--- config.mk ---
export PLATFORM = sky130hd
export DESIGN_NAME = mem_wb_stage
export DESIGN_NICKNAME = d
export VERILOG_FILES = /design/src/rtl/mem_wb_stage.sv
export SDC_FILE = /design/constraint.sdc
export NUM_CORES = 1
export LEC_CHECK = 0
export ABC_CLOCK_PERIOD_IN_PS = 2000
export CAP_MARGIN = 20
export CORE_MARGIN = 2
export CORE_UTILIZATION = 35
export CTS_CLUSTER_SIZE = 24
export DETAILED_ROUTE_END_ITERATION = 16
export PLACE_DENSITY_LB_ADDON = 0.3
export SLEW_MARGIN = 20
export SYNTH_ARGS = -nofsm -noshare
export SYNTH_HDL_FRONTEND = slang
export SYNTH_SLANG_ARGS = --single-unit
--- constraint.sdc ---
create_clock -name clk -period 2 [get_ports clk]
set_input_delay 0.4 -clock clk [delete_from_list [all_inputs] [get_ports clk]]
set_output_delay 0.4 -clock clk [all_outputs]
set_load 0.03 [all_outputs]
--- src/rtl/mem_wb_stage.sv ---
// -----------------------------------------------------------------------------
// mem_wb_stage
//   Memory-stage controller and MEM/WB pipeline register. A load or store held
//   in the M stage runs as one transaction on a req/ack data-memory bus. While
//   it is outstanding, upstream registers are stalled and the W stage gets
//   bubbles. When it finishes, the result is registered into the W stage.
//
//   Bus handshake: dreq rises at the edge after an access is seen in IDLE.
//   While dreq is high, dwe/daddr/dwdata are stable. The memory completes the
//   transaction with a single-cycle dack pulse, and drdata is sampled in that
//   cycle. dreq drops at the same edge. dack is ignored whenever no request is
//   outstanding. After every completion there is at least one cycle with
//   dreq=0 before the next request.
//
// Optional feature macro: MEM_TIMEOUT_EN
//   When defined, a BUSY watchdog aborts an access after TIMEOUT cycles without
//   dack. The aborted access writes back with RegWriteW=0 and MemErrW=1.
//   When undefined, BUSY waits forever and MemErrW is tied 0.
//
// Ports
//   clk, reset                    core clock, synchronous active-high reset
//   ALUResultM, WriteDataM, WA3M  M-stage data: address/ALU result, store data, dest
//   PCSrcM, RegWriteM,
//   MemWriteM, MemtoRegM          M-stage control bits
//   dreq, dwe, daddr, dwdata      data-memory request side (registered)
//   drdata, dack                  data-memory response side
//   StallM                        combinational upstream hold
//   ALUOutW, ReadDataW, WA3W,
//   PCSrcW, RegWriteW, MemtoRegW  W-stage register outputs
//   MemErrW                       timeout flag for the current W instruction
//   fsm_state_o                   debug view of the FSM state (0 IDLE, 1 BUSY)
// -----------------------------------------------------------------------------
module mem_wb_stage #(
    parameter int WIDTH   = 32,
    parameter int TIMEOUT = 15
) (
    input  logic             clk,
    input  logic             reset,
    input  logic [WIDTH-1:0] ALUResultM,
    input  logic [WIDTH-1:0] WriteDataM,
    input  logic [3:0]       WA3M,
    input  logic             PCSrcM,
    input  logic             RegWriteM,
    input  logic             MemWriteM,
    input  logic             MemtoRegM,
    output logic             dreq,
    output logic             dwe,
    output logic [WIDTH-1:0] daddr,
    output logic [WIDTH-1:0] dwdata,
    input  logic [WIDTH-1:0] drdata,
    input  logic             dack,
    output logic             StallM,
    output logic [WIDTH-1:0] ALUOutW,
    output logic [WIDTH-1:0] ReadDataW,
    output logic [3:0]       WA3W,
    output logic             PCSrcW,
    output logic             RegWriteW,
    output logic             MemtoRegW,
    output logic             MemErrW,
    output logic             fsm_state_o
);

    typedef enum logic {
        IDLE = 1'b0,
        BUSY = 1'b1
    } state_e;

    state_e           state_q, state_d;
    logic             dreq_q, dreq_d;
    logic             dwe_q, dwe_d;
    logic [WIDTH-1:0] daddr_q, daddr_d;
    logic [WIDTH-1:0] dwdata_q, dwdata_d;
    logic [WIDTH-1:0] aluout_q, aluout_d;
    logic [WIDTH-1:0] rdata_q, rdata_d;
    logic [3:0]       wa3_q, wa3_d;
    logic             pcsrc_q, pcsrc_d;
    logic             regwrite_q, regwrite_d;
    logic             memtoreg_q, memtoreg_d;
    logic             err_q, err_d;
    logic             stall;
    logic             access;
    logic             timeout_hit;

`ifdef MEM_TIMEOUT_EN
    localparam int CW = ($clog2(TIMEOUT) < 4) ? 4 : $clog2(TIMEOUT);

    logic [CW-1:0] cnt_q, cnt_d;

    // The counter sits at zero in IDLE, so it is cleared on every IDLE->BUSY
    // entry. It counts BUSY cycles that have no dack.
    always_comb begin
        cnt_d = cnt_q;
        if (state_q == IDLE) begin
            cnt_d = '0;
        end else if (!dack) begin
            cnt_d = cnt_q + CW'(1);
        end
    end

    // dack in the same cycle takes priority over the abort.
    assign timeout_hit = (state_q == BUSY) && !dack && (cnt_q == CW'(TIMEOUT - 1));

    always_ff @(posedge clk) begin
        if (reset) begin
            cnt_q <= '0;
        end else begin
            cnt_q <= cnt_d;
        end
    end
`else
    logic [31:0] timeout_unused;
    assign timeout_unused = TIMEOUT;
    assign timeout_hit    = 1'b0;
`endif

    assign access = MemWriteM | MemtoRegM;

    always_comb begin
        state_d    = state_q;
        dreq_d     = dreq_q;
        dwe_d      = dwe_q;
        daddr_d    = daddr_q;
        dwdata_d   = dwdata_q;
        aluout_d   = aluout_q;
        rdata_d    = rdata_q;
        wa3_d      = wa3_q;
        pcsrc_d    = pcsrc_q;
        regwrite_d = regwrite_q;
        memtoreg_d = memtoreg_q;
        err_d      = 1'b0;
        stall      = 1'b0;

        case (state_q)
            IDLE: begin
                if (!access) begin
                    aluout_d   = ALUResultM;
                    wa3_d      = WA3M;
                    pcsrc_d    = PCSrcM;
                    regwrite_d = RegWriteM;
                    memtoreg_d = MemtoRegM;
                end else begin
                    stall      = 1'b1;
                    daddr_d    = {ALUResultM[WIDTH-1:2], 2'b00};
                    dwdata_d   = WriteDataM;
                    dwe_d      = MemWriteM;
                    dreq_d     = 1'b1;
                    state_d    = BUSY;
                    // Bubble: control bits cleared, data fields hold.
                    pcsrc_d    = 1'b0;
                    regwrite_d = 1'b0;
                    memtoreg_d = 1'b0;
                end
            end
            BUSY: begin
                if (dack) begin
                    aluout_d   = ALUResultM;
                    wa3_d      = WA3M;
                    pcsrc_d    = PCSrcM;
                    regwrite_d = RegWriteM;
                    memtoreg_d = MemtoRegM;
                    if (!dwe_q) begin
                        rdata_d = drdata;
                    end
                    dreq_d  = 1'b0;
                    state_d = IDLE;
                end else if (timeout_hit) begin
                    // Aborted access retires without any register write.
                    aluout_d   = ALUResultM;
                    wa3_d      = WA3M;
                    pcsrc_d    = PCSrcM;
                    regwrite_d = 1'b0;
                    memtoreg_d = 1'b0;
                    rdata_d    = '0;
                    err_d      = 1'b1;
                    dreq_d     = 1'b0;
                    state_d    = IDLE;
                end else begin
                    stall      = 1'b1;
                    pcsrc_d    = 1'b0;
                    regwrite_d = 1'b0;
                    memtoreg_d = 1'b0;
                end
            end
            default: begin
                state_d = IDLE;
            end
        endcase
    end

    always_ff @(posedge clk) begin
        if (reset) begin
            state_q    <= IDLE;
            dreq_q     <= 1'b0;
            dwe_q      <= 1'b0;
            daddr_q    <= '0;
            dwdata_q   <= '0;
            aluout_q   <= '0;
            rdata_q    <= '0;
            wa3_q      <= '0;
            pcsrc_q    <= 1'b0;
            regwrite_q <= 1'b0;
            memtoreg_q <= 1'b0;
            err_q      <= 1'b0;
        end else begin
            state_q    <= state_d;
            dreq_q     <= dreq_d;
            dwe_q      <= dwe_d;
            daddr_q    <= daddr_d;
            dwdata_q   <= dwdata_d;
            aluout_q   <= aluout_d;
            rdata_q    <= rdata_d;
            wa3_q      <= wa3_d;
            pcsrc_q    <= pcsrc_d;
            regwrite_q <= regwrite_d;
            memtoreg_q <= memtoreg_d;
            err_q      <= err_d;
        end
    end

    // Reset overrides the stall so upstream is never frozen during reset.
    assign StallM      = stall & ~reset;
    assign dreq        = dreq_q;
    assign dwe         = dwe_q;
    assign daddr       = daddr_q;
    assign dwdata      = dwdata_q;
    assign ALUOutW     = aluout_q;
    assign ReadDataW   = rdata_q;
    assign WA3W        = wa3_q;
    assign PCSrcW      = pcsrc_q;
    assign RegWriteW   = regwrite_q;
    assign MemtoRegW   = memtoreg_q;
    assign MemErrW     = err_q;
    assign fsm_state_o = state_q;

endmodule

; ---- After elaboration in Yosys (flattened, before gate mapping)
; Cells that the tools add are included.
[op_classes]
addsub = 0
multipliers = 0
n_div = 0
magnitude_cmp = 0
n_eq_ne = 3
shift = 0
n_mux = 21
bitwise = 5
n_reduce_logical = 4
[ops]
columns = op, n
row1 = $mux 32, 2
row2 = $pmux 32 s2, 1
row3 = $mux 1, 10
row4 = $pmux 1 s2, 5
row5 = $mux 4, 2
row6 = $pmux 4 s2, 1
row7 = $ne 2x2->1 const B, 3
row8 = $reduce_and 2->1, 3
row9 = $not 1->1, 3
row10 = $reduce_and 3->1, 1
row11 = $and 1x1->1, 1
row12 = $or 1x1->1, 1
[totals]
reg_bits = 136
latchBits = 0
ram_bits = 0
rom_bits = 0
input_bits = 107
word_cells = 44
memories = 0

; ---- Logic depth before layout (Yosys ltp)
; Gate-level depths: netlist (run 1).
[depth]
depth_word = 4
mapped_depth = 6
mapped_depth_nobuf = 3

; ---- Worst setup path before layout (run 1)
; No wires, ideal clock.
[synth_path]
kind = register -> output
start = register state_q (netlist: fsm_state_o)
end = output port StallM
arrival_time_ps = 1254
required_ps = 1600
path_slack_ps = 346
stages_incl_launch_ff = 5
cell_sequence = dfxtp_1 > or3_1 > nor2b_1 > buf_6 > buf_6
[synth_via]
elab_chain_len = 3
[synth_lines]
columns = element, line
row1 = from (decl), 68  ; state_e state_q, state_d;
row2 = from (signal assigned), 205  ; state_q <= state_d;
row3 = $not 1->1, n/a
row4 = $pmux 1 s2 (*), 133  ; case (state_q)
row5 = $and 1x1->1 (*), 221  ; assign StallM = stall & ~reset;
row6 = to (decl), 52  ; output logic StallM,
; Mark *: on every way between the ends. The rest lies on a longest branch, timed or not.

; ---- Worst setup path after layout (run 1)
[layout_path]
start = input port MemWriteM
end = output port StallM
[layout_via]
elab_chain_len = 4
[layout_lines]
columns = element, line
row1 = from (decl), 44  ; input logic MemWriteM,
row2 = $or 1x1->1, 116  ; assign access = MemWriteM | MemtoRegM;
row3 = $mux 1, 135  ; if (!access) begin
row4 = $pmux 1 s2, 133
row5 = $and 1x1->1, 221
; Every way passes these cells.

==> impl_metrics.csv, run 1 <==
group,metric,value,unit
floorplan,die_w,118,µm
logic_synthesis,yosys_warnings,0,
timing,whs,0.434,ns
pwr,power_leakage,2.96,nW
route,vias,4396,
placed_design,dp_hpwl,10.5,mm
logic_synthesis,synth_cells,514,
layout,diodes,0,
timing,fin_skew,0.00307,ns
critical_path,end_kind,"output pin",
floorplan,io_pins,247,
floorplan,rows,41,
placed_design,routabilityCongestion,0.771,
timing,fin_crit,1.97,ns
clock_network,hold_buffers,0,
clock_network,cts_root_buffer,"clkbuf_16",
timing,setup_slack,0.0278,ns
clock_network,tritoncts,"yes",
timing,fin_crit_sh,98.6,%
pwr,p_per_area,919,nW/µm²
route,postRouteWirelength,14.2,mm
timing,worstMarginPinSlew,0.554,ns
timing,setup_viol,0,
timing,grt_setup_unrepaired,"false",
route,drt_pre_antenna_iters,4,
placed_design,placed_area,7210,µm²
logic_synthesis,ys_seq_area_share,59.9,%
grt,antenna_found_initial,0,
critical_path,crit_arrival,1.57,ns
placed_design,post-place-ws,-0.0985,ns
floorplan,die_area,13900,µm²
critical_path,cp-start-kind,"primary input",
run,max-cap-violations,0,
critical_path,critical_path_class,"in -> out",
route,drt-wirelength-per-cell,15.2,µm
clock_network,htreeDepth,4,
pwr,ir_drop,0.478,mV
critical_path,worstPathMaxFanout,6,
route,vias_per_cell,4.70,
clock_network,clk_path_buf_depth,2,
grt,grt_pass1_wl,22.6,mm
layout,design_area,7760,µm²
grt,grt_max_degree,53,
logic_synthesis,synth_seq_cells,136,
clock_network,cts.clk_slew.worst_paths,0.05,ns
grt,grt_use_total,20.5,%
logic_synthesis,synth.cell_area,4540,µm²
logic_synthesis,synth_cell_types,21,
timing,final_hold_viol_count,0,
layout,nets,862,
critical_path,cp.required,1.60,ns
clock_network,clk_latency,0.41,ns
placed_design,port_buffers,243,
grt,globalRouteOverflowTotal,0,
route,antenna_left,0,
clock_network,numCtsBuffers,17,
floorplan,core_area,12700,µm²
hold_path,hold_path_class,"in -> reg",
layout,drive_above_1_share,6.81,%
layout,area_delta_synth_final,70.8,%
floorplan,die_y,118,µm
logic_synthesis,avgSynthCellArea,8.84,µm²
floorplan,start_util,35.9,%
route,drcViolationCount,0,
clock_network,clock-sinks,136,
timing,slew_viol_final,0,
grt,grt_pass1_vias,4393,
status,status,"finished, final reports clean",
route,dr.first_iter.drc_count,208,
timing,maxSlewHeadroom,63.1,%
timing,clock.fmax,507,MHz
pwr,power,0.00713,W
[synth_stat cells (all sizes together)]
master  number  share of area, %
a21o         1              0.17
a21oi       95                10
a22o        36               6.9
and2         2              0.28
and3b        1              0.19
buf         20               2.9
clkbuf      22               1.8
conb         1             0.083
dfxtp      136                60
mux2i        1              0.22
nand2      189                16
nand3b       1              0.17
nor2         3              0.25
nor2b        2              0.28
nor3b        1              0.17
o21ba        1              0.22
o21bai       1              0.17
or3          1              0.14
[sequential cells by signal (all words and copies together), names as in the netlist]
| name | cells |
|---|---|
| WA3W | 4 |
| fsm_state_o | 1 |
| dwe | 1 |
| ALUOutW | 32 |
| daddr | 30 |
| dreq | 1 |
| ReadDataW | 32 |
| MemtoRegW | 1 |
| RegWriteW | 1 |
| dwdata | 32 |
| PCSrcW | 1 |
[worst paths after layout]
kind | startpoint | to | slack (ns) | depth (start not counted)
max | MemWriteM | StallM | 0.03 | 4
max reg2reg | fsm_state_o | ALUOutW[0] | 0.43 | 5
min reg2reg | dwdata[29] | dwdata[29] | 0.45 | 2
min | reset | fsm_state_o | 0.43 | 4
[metrics by stage]
stage / TNS [ns] / cells / utilization (%)
finish: 0 / 936 / 61.2
global route: 0 / 936 / 61.2
CTS: 0 / 935 / 61.1
detailed placement: -1.85 / 906 / 56.9
global placement: -0.869 / 906 / 56.9
floorplan: 0 / 516 / -
[placed cells by master (no fill, tap or decap), drive strengths merged]
| master | count |
|---|---|
| a21o | 1 |
| a21oi | 95 |
| a22o | 36 |
| and2 | 2 |
| and3b | 1 |
| buf | 21 |
| clkbuf | 25 |
| clkdlybuf4s50 | 241 |
| clkinv | 2 |
| clkinvlp | 1 |
| conb | 3 |
| dfxtp | 136 |
| mux2i | 1 |
| nand2 | 189 |
| nand3b | 1 |
| nor2 | 3 |
| nor2b | 2 |
| nor3b | 1 |
| o21ba | 1 |
| o21bai | 1 |
| or3 | 1 |
[logic make-up after synthesis]
logic type,after synthesis,share of synthesized area (%)
AND/OR/NAND/NOR,200,17.1
flip-flops,136,59.9
AO/OA/AOI/OAI,134,18.0
buffers and inverters,42,4.74
multiplexers,1,0.220
other,1,0.0825
[critical path: stages]
cell and delay [ns]:
clkdlybuf4s50_1 0.43, or3_4 0.41, nor2b_4 0.18, buf_6 0.14
[where the power goes]
part / leakage [nW] / internal (W) / switching, W
Clock: 0.257 / 0.00171 / 0.00104
Combinational: 1.58 / 0.000644 / 0.000750
Sequential: 1.12 / 0.00289 / 0.0000949
[routing by layer]
metal	share of wire (%)	GRT usage, %
met5	0	0
met4	0.94	5.27
met3	11	10.1
met2	50	35.6
met1	38	22.2
[final cells by class]
type / count / area, µm²
fillers: 1072 / 4910
flip-flops and latches: 136 / 2720
repair buffers: 262 / 2650
multi-input cells: 338 / 1650
clock buffers: 25 / 505
well taps: 172 / 215
clock inverters: 3 / 17.5
[timing repair]
action,4_1_cts,5_1_grt
resized for setup,2,1
pin swaps,1,1
setup buffers,1,1
endpoints found under the setup margin,2,1
(Power assumes the default switching activity.)
==> inputs of run 2 (changes only) <==
--- a/config.mk
+++ b/config.mk
@@ -7,6 +7,7 @@
 export LEC_CHECK = 0
 export ABC_CLOCK_PERIOD_IN_PS = 2000
 export CAP_MARGIN = 20
+export CORE_ASPECT_RATIO = 1.75
 export CORE_MARGIN = 2
 export CORE_UTILIZATION = 35
 export CTS_CLUSTER_SIZE = 24
==> impl_metrics.csv, run 2 (synthesized netlist as in run 1, its figures left out) <==
group,metric,value,unit
layout,regArea,2720,µm²
critical_path,rr_worst_depth,4,
placed_design,routabilityCongestion,0.786,
hold_path,holdPathStages,4,
floorplan,die_area,13900,µm²
run,max-cap-violations,0,
route,postRouteWirelength,14.2,mm
critical_path,end_kind,"output pin",
timing,setup_slack,0.0470,ns
route,vias_per_cell,4.70,
clock_network,clk_path_buf_depth,2,
route,met2_length,7.61,mm
layout,multi_input_area,1650,µm²
hold_path,hold_path_class,"in -> reg",
timing,grt_setup_unrepaired,"false",
critical_path,crit_arrival,1.55,ns
layout,drive_above_1_share,6.93,%
clock_network,clock-sinks,136,
clock_network,numCtsBuffers,17,
critical_path,critical_path_class,"in -> out",
route,drt-wirelength-per-cell,15.1,µm
route,vias,4401,
grt,grt_max_degree,59,
route,wl_met1,5.18,mm
placed_design,port_buffers,243,
clock_network,htreeDepth,4,
grt,antenna_found_initial,0,
grt,grt_pass1_vias,4588,
layout,final_common_cell,"clkdlybuf4s50_1",
layout,nets,859,
floorplan,io_pins,247,
layout,diodes,0,
route,antenna_left,0,
timing,setup_tns,0,ns
route,route.met3.wl,878,µm
route,highest_layer,"met4",
route,drcViolationCount,0,
timing,worstMarginPinSlew,0.629,ns
grt,grt_pass1_wl,22.4,mm
floorplan,die_y,155,µm
timing,clock.fmax,512,MHz
floorplan,rows,55,
timing,final_hold_viol_count,0,
critical_path,cp-start-kind,"primary input",
grt,globalRouteOverflowTotal,0,
clock_network,cts.clk_slew.worst_paths,0.05,ns
status,status,"finished, final reports clean",
timing,fin_crit,1.95,ns
timing,maxSlewHeadroom,58.1,%
placed_design,placed_area,7210,µm²
timing,fin_skew,0.0118,ns
hold_path,hp-start,"reset",
floorplan,start_util,35.5,%
layout,design_area,7840,µm²
timing,slew_viol_final,0,
clock_network,tritoncts,"yes",
pwr,ir_drop,0.556,mV
layout,area_delta_synth_final,72.7,%
floorplan,core_area,12800,µm²
placed_design,dp_hpwl,10.3,mm
timing,setup_viol,0,
clock_network,post_cts_buffers,0,
critical_path,reg2reg_from,"fsm_state_o",
critical_path,cp.required,1.60,ns
layout,final_cell_mix,"clkdlybuf4s50_1, nand2_1, dfxtp_1",
pwr,power_leakage,2.99,nW
critical_path,reg2reg_to,"ALUOutW[11]",
hold_path,min_to,"dreq",
grt,grt_use_total,20.0,%
critical_path,worstPathMaxFanout,4,
route,drt_pre_antenna_iters,4,
clock_network,cts_root_buffer,"clkbuf_16",
placed_design,post-place-ws,-0.0334,ns
layout,fillers,1118,
floorplan,die_w,90.1,µm
timing,fin_crit_sh,97.6,%
critical_path,reg2reg_setup_slack,0.50,ns
pwr,p_per_area,975,nW/µm²
timing,whs,0.446,ns
route,dr.first_iter.drc_count,146,
clock_network,clk_latency,0.40,ns
run 2: cell types whose count changed in the layout (fill, tap and decap cells not counted), sizes merged:
| cell | delta |
|---|---|
| inv | +3 |
| clkbuf | -6 |
| dlygate4sd2 | +1 |
| clkinv | +2 |
| bufinv | +4 |
| clkinvlp | +1 |
| clkdlybuf4s50 | -1 |
| buf | -3 |
run 2: cell type report:
| type | instances | share of cell area [%] |
|---|---|---|
| Sequential cell | 136 | 34.7 |
| Clock inverter | 13 | 2.46 |
| Clock buffer | 19 | 5.52 |
| Timing Repair Buffer | 259 | 33.6 |
| Multi-Input combinational cell | 338 | 21.0 |
| Tap cell | 171 | 2.73 |
run 2: worst max-delay path by stage:
| stage | end | slack, ns | cells after the start | startpoint |
|---|---|---|---|---|
| after floorplan | StallM | 0.35 | 4 | fsm_state_o |
| after global placement | StallM | -0.03 | 4 | MemWriteM |
| after detailed placement | ALUOutW[4] | -0.03 | 5 | MemWriteM |
| after CTS | StallM | 0.03 | 4 | MemWriteM |
| after global routing | StallM | 0.02 | 4 | MemWriteM |
| final | StallM | 0.05 | 4 | MemWriteM |
run 2: worst max-delay path, stage by stage:
cell and delay, ns:
clkdlybuf4s50_1 0.42, or3_4 0.40, nor2b_4 0.16, buf_4 0.17
run 2: report_power, final:
part | total [W] | switching (W) | internal, W
Combinational | 0.00139 | 0.000751 | 0.000640
Clock | 0.00327 | 0.00117 | 0.00210
Sequential | 0.00298 | 0.0000946 | 0.00289
run 2: layer usage:
| metal | GRT usage [%] | vias to the layer above |
|---|---|---|
| met5 | 0 | - |
| met4 | 9.38 | 0 |
| met3 | 6.53 | 31 |
| met2 | 36.3 | 167 |
| met1 | 20.6 | 2035 |
| li1 | - | 2168 |
run 2: timing repair:
item                       4_1_cts  5_1_grt
hold buffers                     0        0
resized for setup                2        1
setup endpoints to repair        2        1
run 2: per-stage QoR:
step	utilization (%)	std cells	power (W)
floorplan	-	516	0.00372
global placement	56.3	904	0.00440
detailed placement	56.3	904	0.00443
CTS	61.2	936	0.00772
global route	61.3	936	0.00794
finish	61.3	936	0.00765
==> inputs of run 3 (changes only) <==
--- a/config.mk
+++ b/config.mk
@@ -5,7 +5,7 @@
 export SDC_FILE = /design/constraint.sdc
 export NUM_CORES = 1
 export LEC_CHECK = 0
-export ABC_CLOCK_PERIOD_IN_PS = 2000
+export ABC_CLOCK_PERIOD_IN_PS = 1720
 export CAP_MARGIN = 20
 export CORE_ASPECT_RATIO = 1.75
 export CORE_MARGIN = 2
==> constraint.sdc (replaced) <==
create_clock -name clk -period 1.72 [get_ports clk]
set_input_delay 0.344 -clock clk [delete_from_list [all_inputs] [get_ports clk]]
set_output_delay 0.344 -clock clk [all_outputs]
set_load 0.03 [all_outputs]
==> impl_metrics.csv, run 3 (synthesized netlist as in run 1, its figures left out) <==
group,metric,value,unit
critical_path,path_cells,"or3_4, nor2b_4, buf_6",
layout,nets,863,
clock_network,hold_buffers,0,
placed_design,dp.cells,906,
timing,whs,0.369,ns
grt,grt_pass1_vias,4569,
grt,grt_max_degree,59,
critical_path,cp_slowest_cell,"dfxtp_4",
floorplan,die_y,155,µm
layout,diodes,0,
route,antenna_left,0,
timing,fin_crit_sh,100,%
hold_path,hp-start,"reset",
timing,setup_tns,-0.00502,ns
clock_network,tritoncts,"yes",
clock_network,numCtsBuffers,17,
timing,fin_crit,1.73,ns
floorplan,core_area,12800,µm²
placed_design,routabilityCongestion,0.796,
hold_path,min_to,"fsm_state_o",
layout,final_common_cell,"nand2_1",
critical_path,reg2reg_setup_slack,0.11,ns
critical_path,reg2reg_to,"ALUOutW[5]",
critical_path,cp-startpoint,"fsm_state_o",
placed_design,port_buffers,243,
clock_network,clk_latency,0.41,ns
critical_path,crit_path_max_incr_delay,0.35,ns
floorplan,die_w,90.1,µm
placed_design,placed_area,7220,µm²
route,vias_per_cell,4.77,
route,vias,4475,
placed_design,dp_hpwl,10.4,mm
clock_network,cts_root_buffer,"clkbuf_16",
critical_path,cp-start-kind,"flop",
timing,fin_skew,0.0104,ns
timing,setup_viol,1,
clock_network,htreeDepth,4,
route,drt_pre_antenna_iters,4,
grt,antenna_found_initial,0,
grt,globalRouteOverflowTotal,0,
floorplan,start_util,35.5,%
layout,final_cell_mix,"nand2_1, dlygate4sd2_1, dfxtp_1",
clock_network,clk_path_buf_depth,2,
pwr,p_per_area,1120,nW/µm²
pwr,power_leakage,3.55,nW
critical_path,crit_arrival,1.38,ns
route,drcViolationCount,0,
critical_path,critical_path_class,"reg -> out",
critical_path,worstPathMaxFanout,4,
route,drt-wirelength-per-cell,15.2,µm
critical_path,end_kind,"output pin",
floorplan,io_pins,247,
layout,area_delta_synth_final,69.2,%
timing,worstMarginPinSlew,0.633,ns
route,dr.first_iter.drc_count,168,
timing,final_hold_viol_count,0,
hold_path,holdPathStages,4,
grt,grt_pass1_wl,22.5,mm
pwr,ir_drop,0.631,mV
timing,slew_viol_final,0,
route,postRouteWirelength,14.2,mm
critical_path,cp_num_buf_inv,1,
status,status,"complete, but fails checks",
floorplan,rows,55,
critical_path,cp_top_family,"simple AND/OR/NAND/NOR gates",
layout,design_area,7690,µm²
floorplan,die_area,13900,µm²
grt,grt_use_total,20.3,%
timing,maxSlewHeadroom,57.8,%
status,violations,"setup timing",
critical_path,reg2reg_from,"fsm_state_o",
timing,setup_slack,-0.00502,ns
clock_network,clock-sinks,136,
hold_path,hold_path_class,"in -> reg",
timing,grt_setup_unrepaired,"true",
timing,clock.fmax,580,MHz
layout,fin_cells,939,
critical_path,rr_worst_depth,6,
layout,drive_above_1_share,7.55,%
critical_path,cp.required,1.38,ns
run,max-cap-violations,0,
clock_network,cts.clk_slew.worst_paths,0.05,ns
run 3: worst max-delay path by stage:
stage | end | slack [ns] | cells after the start
6_report | StallM | -0.005 | 3
5_1_grt | StallM | -0.04 | 3
4_1_cts | StallM | -0.05 | 3
3_5_place_dp | StallM | -0.29 | 4
3_3_place_gp | StallM | -0.25 | 4
2_1_floorplan | StallM | 0.12 | 4
run 3: layer usage:
layer	share of wire (%)	global-route usage [%]	wire (µm)
met5	0	0	0
met3	6.3	6.48	900
met2	53	37.5	7550
met1	36	19.6	5140
met4	4.6	11.6	651
run 3: repair_timing:
item,4_1_cts,5_1_grt
pin swaps,0,1
setup endpoints to repair,137,1
resized for setup,141,2
buffers inserted,1,1
run 3: cell type report:
type	count	area, µm²
fillers	1203	5110
flip-flops and latches	136	2730
repair buffers	263	2500
multi-input cells	338	1650
clock buffers	18	429
well taps	171	214
clock inverters	13	169
run 3: power by group:
group / leakage [nW] / internal (W) / switching (W) / total, W
combinational: 2.15 / 0.000615 / 0.000881 / 0.00150
clock: 0.280 / 0.00229 / 0.00138 / 0.00367
sequential: 1.12 / 0.00336 / 0.0000972 / 0.00345
run 3: through the flow:
step	setup slack (ns)	total power [W]	utilization, %
after floorplan	0.122	0.00433	-
after detailed placement	-0.286	0.00516	56.4
after CTS	-0.0541	0.00871	60.0
after global placement	-0.254	0.00513	56.4
after global routing	-0.0411	0.00893	60.0
final	-0.00502	0.00862	60.0
run 3: worst min-delay path: stages:
cell     delay (ns)
buf_4          0.09
a21o_1         0.13
buf_4          0.13
nor2b_1        0.04
